### src/rtl/stream_mux_rr.sv
// N:1 valid/ready stream mux with manual select or round-robin arbitration.
// Grant is held for a whole packet (until last) and the output stage is a
// registered valid/ready slice, so in_data never reaches an output
// combinationally.
//
// Ports:
//   clk, rst_n             clock, async active-low reset
//   mode, sel              0 = manual grant of sel, 1 = round-robin
//   in_data/valid/last     N input channels, channel k at [k*WIDTH +: WIDTH]
//   in_ready               per-channel ready, at most one bit high
//   out_data/valid/last    registered output beat
//   out_ch                 source channel of the current output beat
//   out_ready              downstream ready
module stream_mux_rr #(
    parameter int WIDTH = 8,
    parameter int N     = 4,
    parameter int SELW  = $clog2(N)
) (
    input  logic               clk,
    input  logic               rst_n,
    input  logic               mode,
    input  logic [SELW-1:0]    sel,
    input  logic [N*WIDTH-1:0] in_data,
    input  logic [N-1:0]       in_valid,
    input  logic [N-1:0]       in_last,
    output logic [N-1:0]       in_ready,
    output logic [WIDTH-1:0]   out_data,
    output logic               out_valid,
    output logic               out_last,
    output logic [SELW-1:0]    out_ch,
    input  logic               out_ready
);

    typedef enum logic {
        IDLE   = 1'b0,
        LOCKED = 1'b1
    } state_e;

    state_e            state_q, state_d;
    logic [SELW-1:0]   ptr_q, ptr_d;
    logic [SELW-1:0]   lock_q, lock_d;
    logic [WIDTH-1:0]  data_q, data_d;
    logic              valid_q, valid_d;
    logic              last_q, last_d;
    logic [SELW-1:0]   ch_q, ch_d;

    logic              gnt_vld;
    logic [SELW-1:0]   gnt_ch;
    logic [WIDTH-1:0]  gnt_data;
    logic              gnt_last;
    logic              load_en;
    logic              accept;
    logic [SELW-1:0]   ptr_nxt;

    // Output slot is free when empty or being popped this cycle.
    assign load_en = !valid_q || out_ready;

    always_comb begin
        int idx;
        idx     = 0;
        gnt_vld = 1'b0;
        gnt_ch  = '0;
        if (state_q == LOCKED) begin
            gnt_vld = 1'b1;
            gnt_ch  = lock_q;
        end else if (!mode) begin
            // Out-of-range sel simply never matches a channel.
            for (int k = 0; k < N; k++) begin
                if (sel == SELW'(k) && in_valid[k]) begin
                    gnt_vld = 1'b1;
                    gnt_ch  = SELW'(k);
                end
            end
        end else begin
            // Scan farthest-first so the nearest valid channel after ptr wins.
            for (int i = N - 1; i >= 0; i--) begin
                idx = int'(ptr_q) + i;
                if (idx >= N) begin
                    idx = idx - N;
                end
                if (in_valid[idx]) begin
                    gnt_vld = 1'b1;
                    gnt_ch  = SELW'(idx);
                end
            end
        end
    end

    always_comb begin
        gnt_data = '0;
        gnt_last = 1'b0;
        for (int k = 0; k < N; k++) begin
            if (gnt_ch == SELW'(k)) begin
                gnt_data = in_data[k*WIDTH +: WIDTH];
                gnt_last = in_last[k];
            end
        end
    end

    assign accept = gnt_vld && load_en && in_valid[gnt_ch];

    assign ptr_nxt = (int'(gnt_ch) == N - 1) ? '0 : gnt_ch + SELW'(1);

    // Reset also masks ready so no producer sees a handshake during reset.
    always_comb begin
        in_ready = '0;
        if (rst_n && gnt_vld && load_en) begin
            in_ready[gnt_ch] = 1'b1;
        end
    end

    always_comb begin
        state_d = state_q;
        ptr_d   = ptr_q;
        lock_d  = lock_q;
        data_d  = data_q;
        valid_d = valid_q;
        last_d  = last_q;
        ch_d    = ch_q;
        if (accept) begin
            data_d  = gnt_data;
            last_d  = gnt_last;
            ch_d    = gnt_ch;
            valid_d = 1'b1;
            if (gnt_last) begin
                state_d = IDLE;
                ptr_d   = ptr_nxt;
            end else begin
                state_d = LOCKED;
                lock_d  = gnt_ch;
            end
        end else if (out_ready) begin
            valid_d = 1'b0;
        end
    end

    always_ff @(posedge clk or negedge rst_n) begin
        if (!rst_n) begin
            state_q <= IDLE;
            ptr_q   <= '0;
            lock_q  <= '0;
            data_q  <= '0;
            valid_q <= 1'b0;
            last_q  <= 1'b0;
            ch_q    <= '0;
        end else begin
            state_q <= state_d;
            ptr_q   <= ptr_d;
            lock_q  <= lock_d;
            data_q  <= data_d;
            valid_q <= valid_d;
            last_q  <= last_d;
            ch_q    <= ch_d;
        end
    end

    assign out_data  = data_q;
    assign out_valid = valid_q;
    assign out_last  = last_q;
    assign out_ch    = ch_q;

endmodule

### config.mk
export PLATFORM = sky130hd
export DESIGN_NAME = stream_mux_rr
export DESIGN_NICKNAME = d
export VERILOG_FILES = /design/src/rtl/stream_mux_rr.sv
export SDC_FILE = /design/constraint.sdc
export NUM_CORES = 1
export LEC_CHECK = 0
export BUFFER_PORTS_ARGS = -buffer_cell sky130_fd_sc_hd__buf_4
export CAP_MARGIN = 20
export CORE_ASPECT_RATIO = 1.5
export CORE_MARGIN = 2
export CORE_UTILIZATION = 51
export DETAILED_ROUTE_END_ITERATION = 8
export PLACE_DENSITY = 0.85
export REMOVE_ABC_BUFFERS = 1
export SLEW_MARGIN = 20
export SYNTH_ARGS = -nofsm -noshare
export SYNTH_HDL_FRONTEND = slang
export SYNTH_SLANG_ARGS = --single-unit
### constraint.sdc
create_clock -name clk -period 4.75 [get_ports clk]
set_input_delay 0.95 -clock clk [delete_from_list [all_inputs] [get_ports clk]]
set_output_delay 0.95 -clock clk [all_outputs]
set_load 0.1 [all_outputs]
After elaboration in Yosys (flattened, before gate mapping)
Index checks and enable logic that the tools add are counted.
Storage, ports and cells
  register bits: 17
  bits of input ports: 46
  output and inout bits: 16
  word-level logic and storage cells: 109
Cells by class
  $add $sub $neg: 8
  order comparisons: 10
  eq/ne operators: 7
  muxes and demuxes: 60
  bitwise operators: 1
  reductions and logical operators: 16
Operators by type and width (number)
  $mux W32: 12
  $lt A32 B4 Y1 const B: 4
  $mux W8: 4
  $mux W1: 28
  $mux W2: 9
  $sub A3 B3 Y4 const B: 3
  $bmux W1 S2: 5
  $ge A3 B3 Y1 const B: 3
  $logic_and A1 B1 Y1: 9
  $eq A2 B2 Y1 const B: 4
  $add A2 B2 Y3 const B: 2
  $eq A2 B1 Y1 const B: 3
  $logic_not A2 Y1: 2
  $mux W4: 1
  $reduce_and A2 Y1: 2
  $sub A2 B3 Y4 const B: 1
  $add A2 B1 Y3 const B: 1
  $ge A2 B3 Y1 const B: 1
  $lt A2 B3 Y1 const B: 1
  $add A2 B1 Y2 const B: 1
  $demux W1 S2: 1
  $ge A2 B1 Y1 const B: 1
  $reduce_bool A2 Y1: 1
  $logic_not A1 Y1: 1
  other kinds (2): 2

Depth between registers and ports, before layout
Gate-level depths: netlist (run 1).
  depth in word-level cells: 21
  depth in mapped cells: 15
  mapped depth without buffers: 13

Worst setup path after synthesis (run 1)
No wires, ideal clock.
  path kind: in2out
  start: in in_valid[3]
  end: out in_ready[1]
  data arrival time: 3.732 ns
  data required time: 3.800 ns
  slack: 0.068 ns
  cell stages on the path: 11
  path buffers: 3
  cells stage by stage: buf_4 > inv_2 > o211a_1 > a211o_1 > and2_1 > buf_6 > inv_1 > ha_1 > clkbuf_1 > inv_1 > nor2_1
On the way
  word-level cells in the longest chain between the ends: 14
  elaborated cells on any way between the ends: 35
  classes of those cells: 2 x order compare; 29 x mux; 4 x reduce/logical
RTL lines
  start, declared: line 24  | input logic [N-1:0] in_valid,
  $bmux W1 S2: line 81  | if (in_valid[idx]) begin
  $mux W1 (not written as such) (2 in series): line 81
  $mux W2 (4 in series): line 81
  $mux W2 (*): line 66  | end else if (!mode) begin
  $mux W2 (*): line 63  | if (state_q == LOCKED) begin
  via gnt_ch[0]: line 48  | logic [SELW-1:0] gnt_ch;
  $lt A2 B3 Y1 (not written as such) / $ge A2 B1 Y1 (equally long branches): line 108  | in_ready[gnt_ch] = 1'b1;
  $logic_and A1 B1 Y1 (not written as such): line 108
  $mux W1 (not written as such): line 108
  $demux W1 S2 (*): line 108
  $mux W4 (*): line 107  | if (rst_n && gnt_vld && load_en) begin
  end, declared: line 26  | output logic [N-1:0] in_ready,
Mark *: on every way through the listed nets, which the timed path passes. The rest lies on a longest branch. The select of a mux whose other input is x is not followed.

Worst setup path after layout (run 1)
  start: in in_valid[3]
  end: out in_ready[2]
The elaborated chain is that of the path after synthesis.

==> results.md, run 1 <==
- Dividing the detail-routed via count by the number of cells gives 5.823.
- Gates resized during post-CTS repair numbered 0.
- Row generation in the floorplan step produced 23 rows.
- The worst path uses a little under nine tenths of the clock period.
- The maximum vdd drop is 0.0005383 V.
- Headroom to the max-slew limit came out at a little under half.
- The power spent charging and discharging nets is 0.0009371 W.
- The clock transition time at the flip-flop clock pins of the worst setup and hold paths is 60 ps.
- The power per cell area is slightly below 900 nW/um^2.
- The routed design could run at a clock period as short as 4079 ps.
- The via count of the first global-routing pass came to 1361.
- Setup slack on the worst reg-to-reg path comes out at 1080 ps.
- The worst endpoint data arrival time is about 3100 ps.
- After the last flow step, the layout net total stands at 262.
- Setup total negative slack on the finished layout was measured at 0 ps.
- CTS built an H-tree with a depth of 1.
- At the placement stage, the worst setup path has a slack of around 490 ps.
- The clock latency at the later pin of the worst-skew pair is 250 ps.
- Sequential cells were found to cover 30.20% of the synthesized design area.
- The clock group share of total power is under 10%.
- The layout has 214 filler cells.
- The number of hold buffers added after CTS was 0.
- The tree built by TritonCTS fans out to 17 sinks.
- In the routed design, unresolved DRC markers number 0.
- The vias after detailed routing is 1444.
- The type of the worst setup path is in2out.
- The root buffer selected by CTS is sky130_fd_sc_hd__clkbuf_8.
- The floorplan step set the die width to 46.92 um.
- The buffer count from post-CTS setup fixing is 0.
- The launch instance of the worst min-delay path is out_data[5].
- The commonest cells after synthesis are sky130_fd_sc_hd__dfrtp_1 (17), sky130_fd_sc_hd__o21ai_0 (17), sky130_fd_sc_hd__nand2_1 (15).
- In this run, distinct cell masters in the synthesized netlist total 44.
- The switching share of power is about 56%.
- The global routing usage summed across all routing layers is 25.88%.
- In the post-route analysis, the smallest setup slack over all paths is 671.4 ps.
- The post-synthesis async set-or-reset flop share is 100.0%.
- The worst clock skew is 3.389 ps.
- The endpoint identified for the worst register-to-register timing path is ptr_q[1].
- The count of inserted antenna diode cells is 0.
- The worst flop-to-flop path startpoint is ptr_q[0].
- The initial antenna violation count is 0.
- The area of the mapped netlist is 1409 sq um.
- From bottom edge to top edge, the die measures 68.37 um.
- The nature of the critical path endpoint is an output port.
- The number of synthesized flops with an enable pin is 0.
- The most frequently used flop master after synthesis is sky130_fd_sc_hd__dfrtp_1.
- Along the worst hold path, the cell count comes to 1.
- The internal cell power is 0.0007235 W.
- TritonCTS built the clock tree.
- The highest fanout seen on the critical path is 11.
- The number of warnings printed during yosys synthesis is 0.
- At the end of routability-driven placement, the weighted congestion stood at 0.9161.
- The capture endpoint of the worst hold path is out_data[5].
- The cell count after synthesis came out at 154.
- The number of port buffers is 61.
- Detailed placement ended at an HPWL of 3115 um.
- The nature of the critical path startpoint is an input pin.
- The number of buffers created by CTS is 3.
- The synthesized design contains 17 register bits.
- After synthesis, the cell types taking the most area are sky130_fd_sc_hd__dfrtp_1 (30%), sky130_fd_sc_hd__mux2_4 (7.5%), sky130_fd_sc_hd__mux2_2 (6.4%).
- The average cell area after synthesis is 9.148 sq um.
- The highest achievable clock rate is 0.2452 GHz.
- At the worst endpoint, the required time is 3800 ps.
- The final max-slew violation count was 0.
- Across the run, the number of max-cap violations was 0.
- The area growth from synthesis to layout is 35.88%.
- The combinational power share is 76.3%.
- The part of the power in registers is 17.3%.
- Entering global routing, the biggest net connects 21 pins.
- Setup repair after global routing left no endpoint under its margin.
- The total setup violations reported at the end of the flow is 0.
- Hold is met by 522.2 ps.
- For this design the static power due to leakage is 0.9125 nW.
- In this run the remaining antenna-violating nets after routing total 0.
- Summed over all instances, the cell type with the most area after synthesis is sky130_fd_sc_hd__dfrtp_1.
- In the final routed layout, each cell accounts on average for between 15 and 20 um.
- The pre-antenna-repair detailed-routing pass consisted of 4 iterations.
- Summed over all layers, the global routing overflow is 0.
- The routed design has 3891 um of wire.
- The share of Yosys cell area claimed by the top area cell type is 30.20%.
- The initial cell density of the core is 53.21%.
- The worst hold path belongs to the class reg2reg.
- The clock passes through at most 2 buffers.
- The final count of hold timing violations was 0.
- The run finished with clean final reports.
- The worst reg-to-reg path cell count is 13.
- The first routing iteration left 37 violations.
- The core region is 2648 sq um.
- In the final layout, the share of cells above drive strength 1 is 41.23%.
- The die covers 3208 sq um.
- The global-route wire length before repair is 6003 um.
- At the pin with the least slew margin, the transition time is 797.3 ps.
- 62 I/O pins were placed.
==> worst max path at each step <==
stage	slack [ps]	depth (start not counted)	startpoint	to
floorplan	260	8	in_valid[2]	in_ready[1]
global placement	640	14	in_valid[3]	ptr_q[1]
detailed placement	490	14	in_valid[3]	ptr_q[1]
CTS	680	10	in_valid[3]	in_ready[2]
global route	480	10	in_valid[3]	in_ready[2]
finish	670	10	in_valid[3]	in_ready[2]
==> cell usage in the layout, fill, tap and decap left out, types with 3 or more instances in the layout <==
| master | count |
|---|---|
| sky130_fd_sc_hd__a21oi_1 | 5 |
| sky130_fd_sc_hd__a221o_1 | 7 |
| sky130_fd_sc_hd__a31oi_1 | 3 |
| sky130_fd_sc_hd__and3_1 | 3 |
| sky130_fd_sc_hd__buf_4 | 62 |
| sky130_fd_sc_hd__clkbuf_8 | 3 |
| sky130_fd_sc_hd__dfrtp_1 | 17 |
| sky130_fd_sc_hd__ha_1 | 4 |
| sky130_fd_sc_hd__inv_1 | 10 |
| sky130_fd_sc_hd__mux2_2 | 8 |
| sky130_fd_sc_hd__mux2_4 | 7 |
| sky130_fd_sc_hd__nand2_1 | 15 |
| sky130_fd_sc_hd__nor2_1 | 7 |
| sky130_fd_sc_hd__nor2b_1 | 3 |
| sky130_fd_sc_hd__o21ai_0 | 17 |
==> routing by layer <==
layer  up-vias  track usage, %  wire length, um
li1        685               -                -
met1       683           30.10             1447
met2        66           44.86             2108
met3        10           3.958              249
met4         0           11.81               86
met5         -               0                0
==> critical path: stages <==
cell                      delay, ps
sky130_fd_sc_hd__buf_4          140
sky130_fd_sc_hd__and4b_1        210
sky130_fd_sc_hd__nor2_1         140
sky130_fd_sc_hd__and2_1         170
sky130_fd_sc_hd__a21oi_1         70
sky130_fd_sc_hd__a21oi_1        300
sky130_fd_sc_hd__ha_1           470
sky130_fd_sc_hd__inv_1          230
sky130_fd_sc_hd__nor2_1         140
sky130_fd_sc_hd__buf_4          290
==> layout make-up <==
type                            count  area (sq um)  area share [%]
Multi-Input combinational cell    116         885.9           46.27
Timing Repair Buffer               62         465.4           24.31
Sequential cell                    17         425.4           22.22
Tap cell                           37         46.29           2.418
Inverter                           12         45.04           2.353
Clock buffer                        3         41.29           2.157
Clock inverter                      1         5.005          0.2614
==> kinds of logic after synthesis <==
logic type | share of synthesized area [%]
buf+inv | 6.928
mux | 15.28
flops | 30.20
fa+ha+maj | 3.553
simple gates | 13.85
compound gates | 30.20
==> through the flow <==
stage | util [%] | power, W | cell area (sq um) | std cells
global route | 72.31 | 0.001754 | 1914 | 248
floorplan | - | 0.001268 | 1356 | 145
global placement | 70.56 | 0.001514 | 1868 | 244
detailed placement | 70.56 | 0.001551 | 1868 | 244
CTS | 72.31 | 0.001663 | 1914 | 248
finish | 72.31 | 0.001661 | 1914 | 248
==> power by group through the flow <==
stage	Sequential [W]	Combinational [W]	Clock, W
finish	0.000287	0.00127	0.000106
global route	0.000294	0.00134	0.000116
CTS	0.000286	0.00127	0.000109
detailed placement	0.000286	0.00126	0
global placement	0.000283	0.00123	0
floorplan	0.000632	0.000636	0
==> sequential cells by signal (all words and copies together) (netlist names) <==
signal	cells
out_data	8
lock_q	2
state_q	1
out_valid	1
ptr_q	2
out_ch	2
out_last	1
(Power assumes the default switching activity.)
==> inputs of run 2 (changes only) <==
--- a/config.mk
+++ b/config.mk
@@ -11,7 +11,7 @@
 export CORE_MARGIN = 2
 export CORE_UTILIZATION = 51
 export DETAILED_ROUTE_END_ITERATION = 8
-export PLACE_DENSITY = 0.85
+export PLACE_DENSITY_LB_ADDON = 0.25
 export REMOVE_ABC_BUFFERS = 1
 export SLEW_MARGIN = 20
 export SYNTH_ARGS = -nofsm -noshare
==> run 2 against run 1 <==
  * Wire length up 0.46%
  * Critical path depth did not move
  * Die area is the same
  * Clock skew decreased by 1.5 ps
  * Non-clock buffer count stayed put
  * Cell area unchanged
  * Count of clock-buffer cells in the layout stayed put
  * Clock power increased by 4%
  * Hold slack worse by 11 ps
  * Maximum frequency decreased by 2.3%
  * Global-route usage increased by 0.93 points
  * Critical path type unchanged
  * Largest cell class unchanged
==> results.md, run 2 (synthesis gave the netlist of run 1 again) <==
- The flow ran to the end, and the final reports show no timing, DRC or antenna violations.
- The final total negative setup slack is 0 ps (unchanged).
- The overall routed net length is 3909 um (+0.46%).
- The number of remaining DRC errors was 0 (unchanged).
- The fraction of layout instances using a drive strength above 1 is 41.23% (unchanged).
- The part of the power in registers is 17.4% (about the same).
- The number of flip-flops under the largest register name is 8 (unchanged).
- The final weighted congestion in routability-driven placement was 0.8514 (-7.1%).
- The worst clock skew is 1.895 ps (-1.494 ps).
- The number of buffers created by CTS is 3 (unchanged).
- The via count of the first global-routing pass is 1474 (+8.3%).
- The count of H-tree levels built during CTS is 1 (unchanged).
- The buffer count from post-CTS setup fixing was 0 (unchanged).
- In the layout the commonest cells are sky130_fd_sc_hd__buf_4 (62), sky130_fd_sc_hd__o21ai_0 (17), sky130_fd_sc_hd__dfrtp_1 (17).
- The type of the worst min-delay path is reg2reg.
- The final worst-path cycle share is 87.90% (+2.0 points).
- The HPWL after detailed placement is 3147 um (+1.0%).
- The post-cts resize count is 0 (unchanged).
- The count of inserted antenna diode cells came to 0 (unchanged).
- The nature of the critical path endpoint is an output port.
- The area growth from synthesis to layout is 35.88% (unchanged).
- The switching share of power is 56.29% (-0.14 points).
- The die extent in y came to 68.37 um (unchanged).
- The slew at the pin with the worst max-slew slack is 818.4 ps (+21.14 ps).
- The worst stage delay on the critical path is 480 ps (about the same).
- The clock group share of total power is 6.7% (+0.3 points).
- The number of primary I/O pins is 62 (unchanged).
- The vias after detailed routing is 1421 (-1.6%).
- The post-detailed-route wirelength per cell is 15.76 um (+0.46%).
- The combinational power share is 75.9% (-0.4 points).
- Setup repair after global routing left no endpoint under its margin.
- For this design, the slowest cell found on the critical path is sky130_fd_sc_hd__ha_1.
- The power spent charging and discharging nets came to 0.0009315 W (-0.60%).
- The maximum vdd drop is 0.0005689 V (+5.7%).
- The TritonCTS sink count is 17 (unchanged).
- The total of hold buffers inserted after clock tree synthesis is 0 (unchanged).
- The internal cell power came to 0.0007233 W (about the same).
- The required time reported for the critical path endpoint came to 3800 ps (about the same).
- The pin count of the biggest net entering global routing is 21 (unchanged).
- The worst setup path is launched from an input pin.
- The die boundary width came to 46.92 um (unchanged).
- The family of cells with the greatest summed delay on the critical path is simple AND/OR/NAND/NOR gates.
- The number of placement rows is 23 (unchanged).
- The type of the worst setup path is in2out.
- The area of the die is 3208 sq um (unchanged).
- The highest fanout seen on the critical path is 11 (unchanged).
- The number of maximum-capacitance violations is 0 (unchanged).
- The global routing usage summed across all routing layers is 26.81% (+0.93 points).
- Leaving out fill and tap cells, the most frequent cell in the layout is sky130_fd_sc_hd__buf_4.
- The core region area is 2648 sq um (unchanged).
- The total setup violations reported at the end of the flow was 0 (unchanged).
- The final count of hold timing violations is 0 (unchanged).
- The time the worst path needs with I/O delays and setup is 4175 ps (+96.90 ps).
- The global-route wire length before repair is 6127 um (+2.1%).
- The total leakage power is 0.9125 nW (unchanged).
- The total congestion overflow came to 0 (unchanged).
- The combined buffer and inverter count along the critical path is 3 (unchanged).
- The clock latency at the later pin of the worst-skew pair came to 260 ps (about the same).
- The number of port buffers is 61 (unchanged).
- The buffer levels on the longest clock path is 2 (unchanged).
- The post-layout net count is 262 (unchanged).
- The clock transition time at the flip-flop clock pins of the worst setup and hold paths was 70 ps (about the same).
- The root buffer selected by CTS is sky130_fd_sc_hd__clkbuf_8.
- The length of the first detailed-routing pass in iterations is 4 (unchanged).
- The power per cell area is 864.4 nW/um^2 (-0.35%).
- The sequential standard cell area was 425.4 sq um (unchanged).
- The initial antenna violation count is 0 (unchanged).
- The final max-slew violation count is 0 (unchanged).
- The worst-case headroom to the max-slew limit was 45.26% (-1.4 points).
- The number of DRC markers after the initial detailed-route iteration came to 38 (+2.7%).
- The fill cell instance count of the final layout is 220 (+2.8%).
- The total power is 0.001655 W (-0.35%).
- The clock tree from TritonCTS is yes.
- The worst endpoint data arrival time is 3230 ps (+100 ps).
- The highest achievable clock rate is 0.2395 GHz (-2.3%).
- The number of antenna-violating nets in the routed design is 0 (unchanged).
- The footprint of the multi-input gates is 885.9 sq um (unchanged).
- Traced cell by cell, the critical path runs through buf_4 -> and4b_1 -> nor2_1 -> and2_1 -> a21oi_1 -> a21oi_1 -> ha_1 -> inv_1 -> nor2_1 -> buf_4.
- The initial cell density of the core is 53.21% (unchanged).
- The post-detailed-route via-to-cell ratio is 5.730 (-1.6%).
[run 2: metrics by stage]
step	setup WS (ps)	std cells	utilization, %	cell area [sq um]	hold WS [ps]
6_report	574.5	248	72.31	1914	511.3
5_1_grt	295.2	248	72.31	1914	525.2
4_1_cts	584.1	248	72.31	1914	517.6
3_5_place_dp	456.1	244	70.56	1868	501.9
3_3_place_gp	667.6	244	70.56	1868	491.3
2_1_floorplan	258.5	145	-	1356	481.5
[run 2: path summary, 6_finish.rpt]
check / start / endpoint / slack [ps] / cells past startpoint
min in group asynchronous: rst_n / out_data[7] / 550 / 1
setup reg to reg: ptr_q[0] / ptr_q[0] / 1000 / 13
setup / recovery: in_valid[3] / in_ready[2] / 570 / 10
hold reg to reg: out_last / out_last / 510 / 1
max in group asynchronous: rst_n / out_last / 4000 / 1
hold / removal: out_last / out_last / 510 / 1
[run 2: cell type report]
class | instances | share of cell area [%]
multi-input combinational | 116 | 46.27
timing repair buffer | 62 | 24.31
sequential | 17 | 22.22
tap | 37 | 2.418
inverter | 12 | 2.353
clock buffer | 3 | 2.157
clock inverter | 1 | 0.2614
[run 2: layer usage]
| metal | share of wire [%] | up-vias | GRT usage [%] |
|---|---|---|---|
| met5 | 0 | - | 0 |
| met4 | 4.7 | 0 | 18.75 |
| met3 | 5.6 | 17 | 3.430 |
| met2 | 53 | 72 | 48.12 |
| met1 | 37 | 641 | 26.93 |
| li1 | - | 691 | - |
[run 2: power groups by stage]
stage | clock network [W] | logic, W | registers [W]
CTS | 0.000114 | 0.00126 | 0.000285
floorplan | 0 | 0.000636 | 0.000632
finish | 0.000110 | 0.00126 | 0.000289
detailed placement | 0 | 0.00125 | 0.000287
global route | 0.000120 | 0.00133 | 0.000297
global placement | 0 | 0.00123 | 0.000281
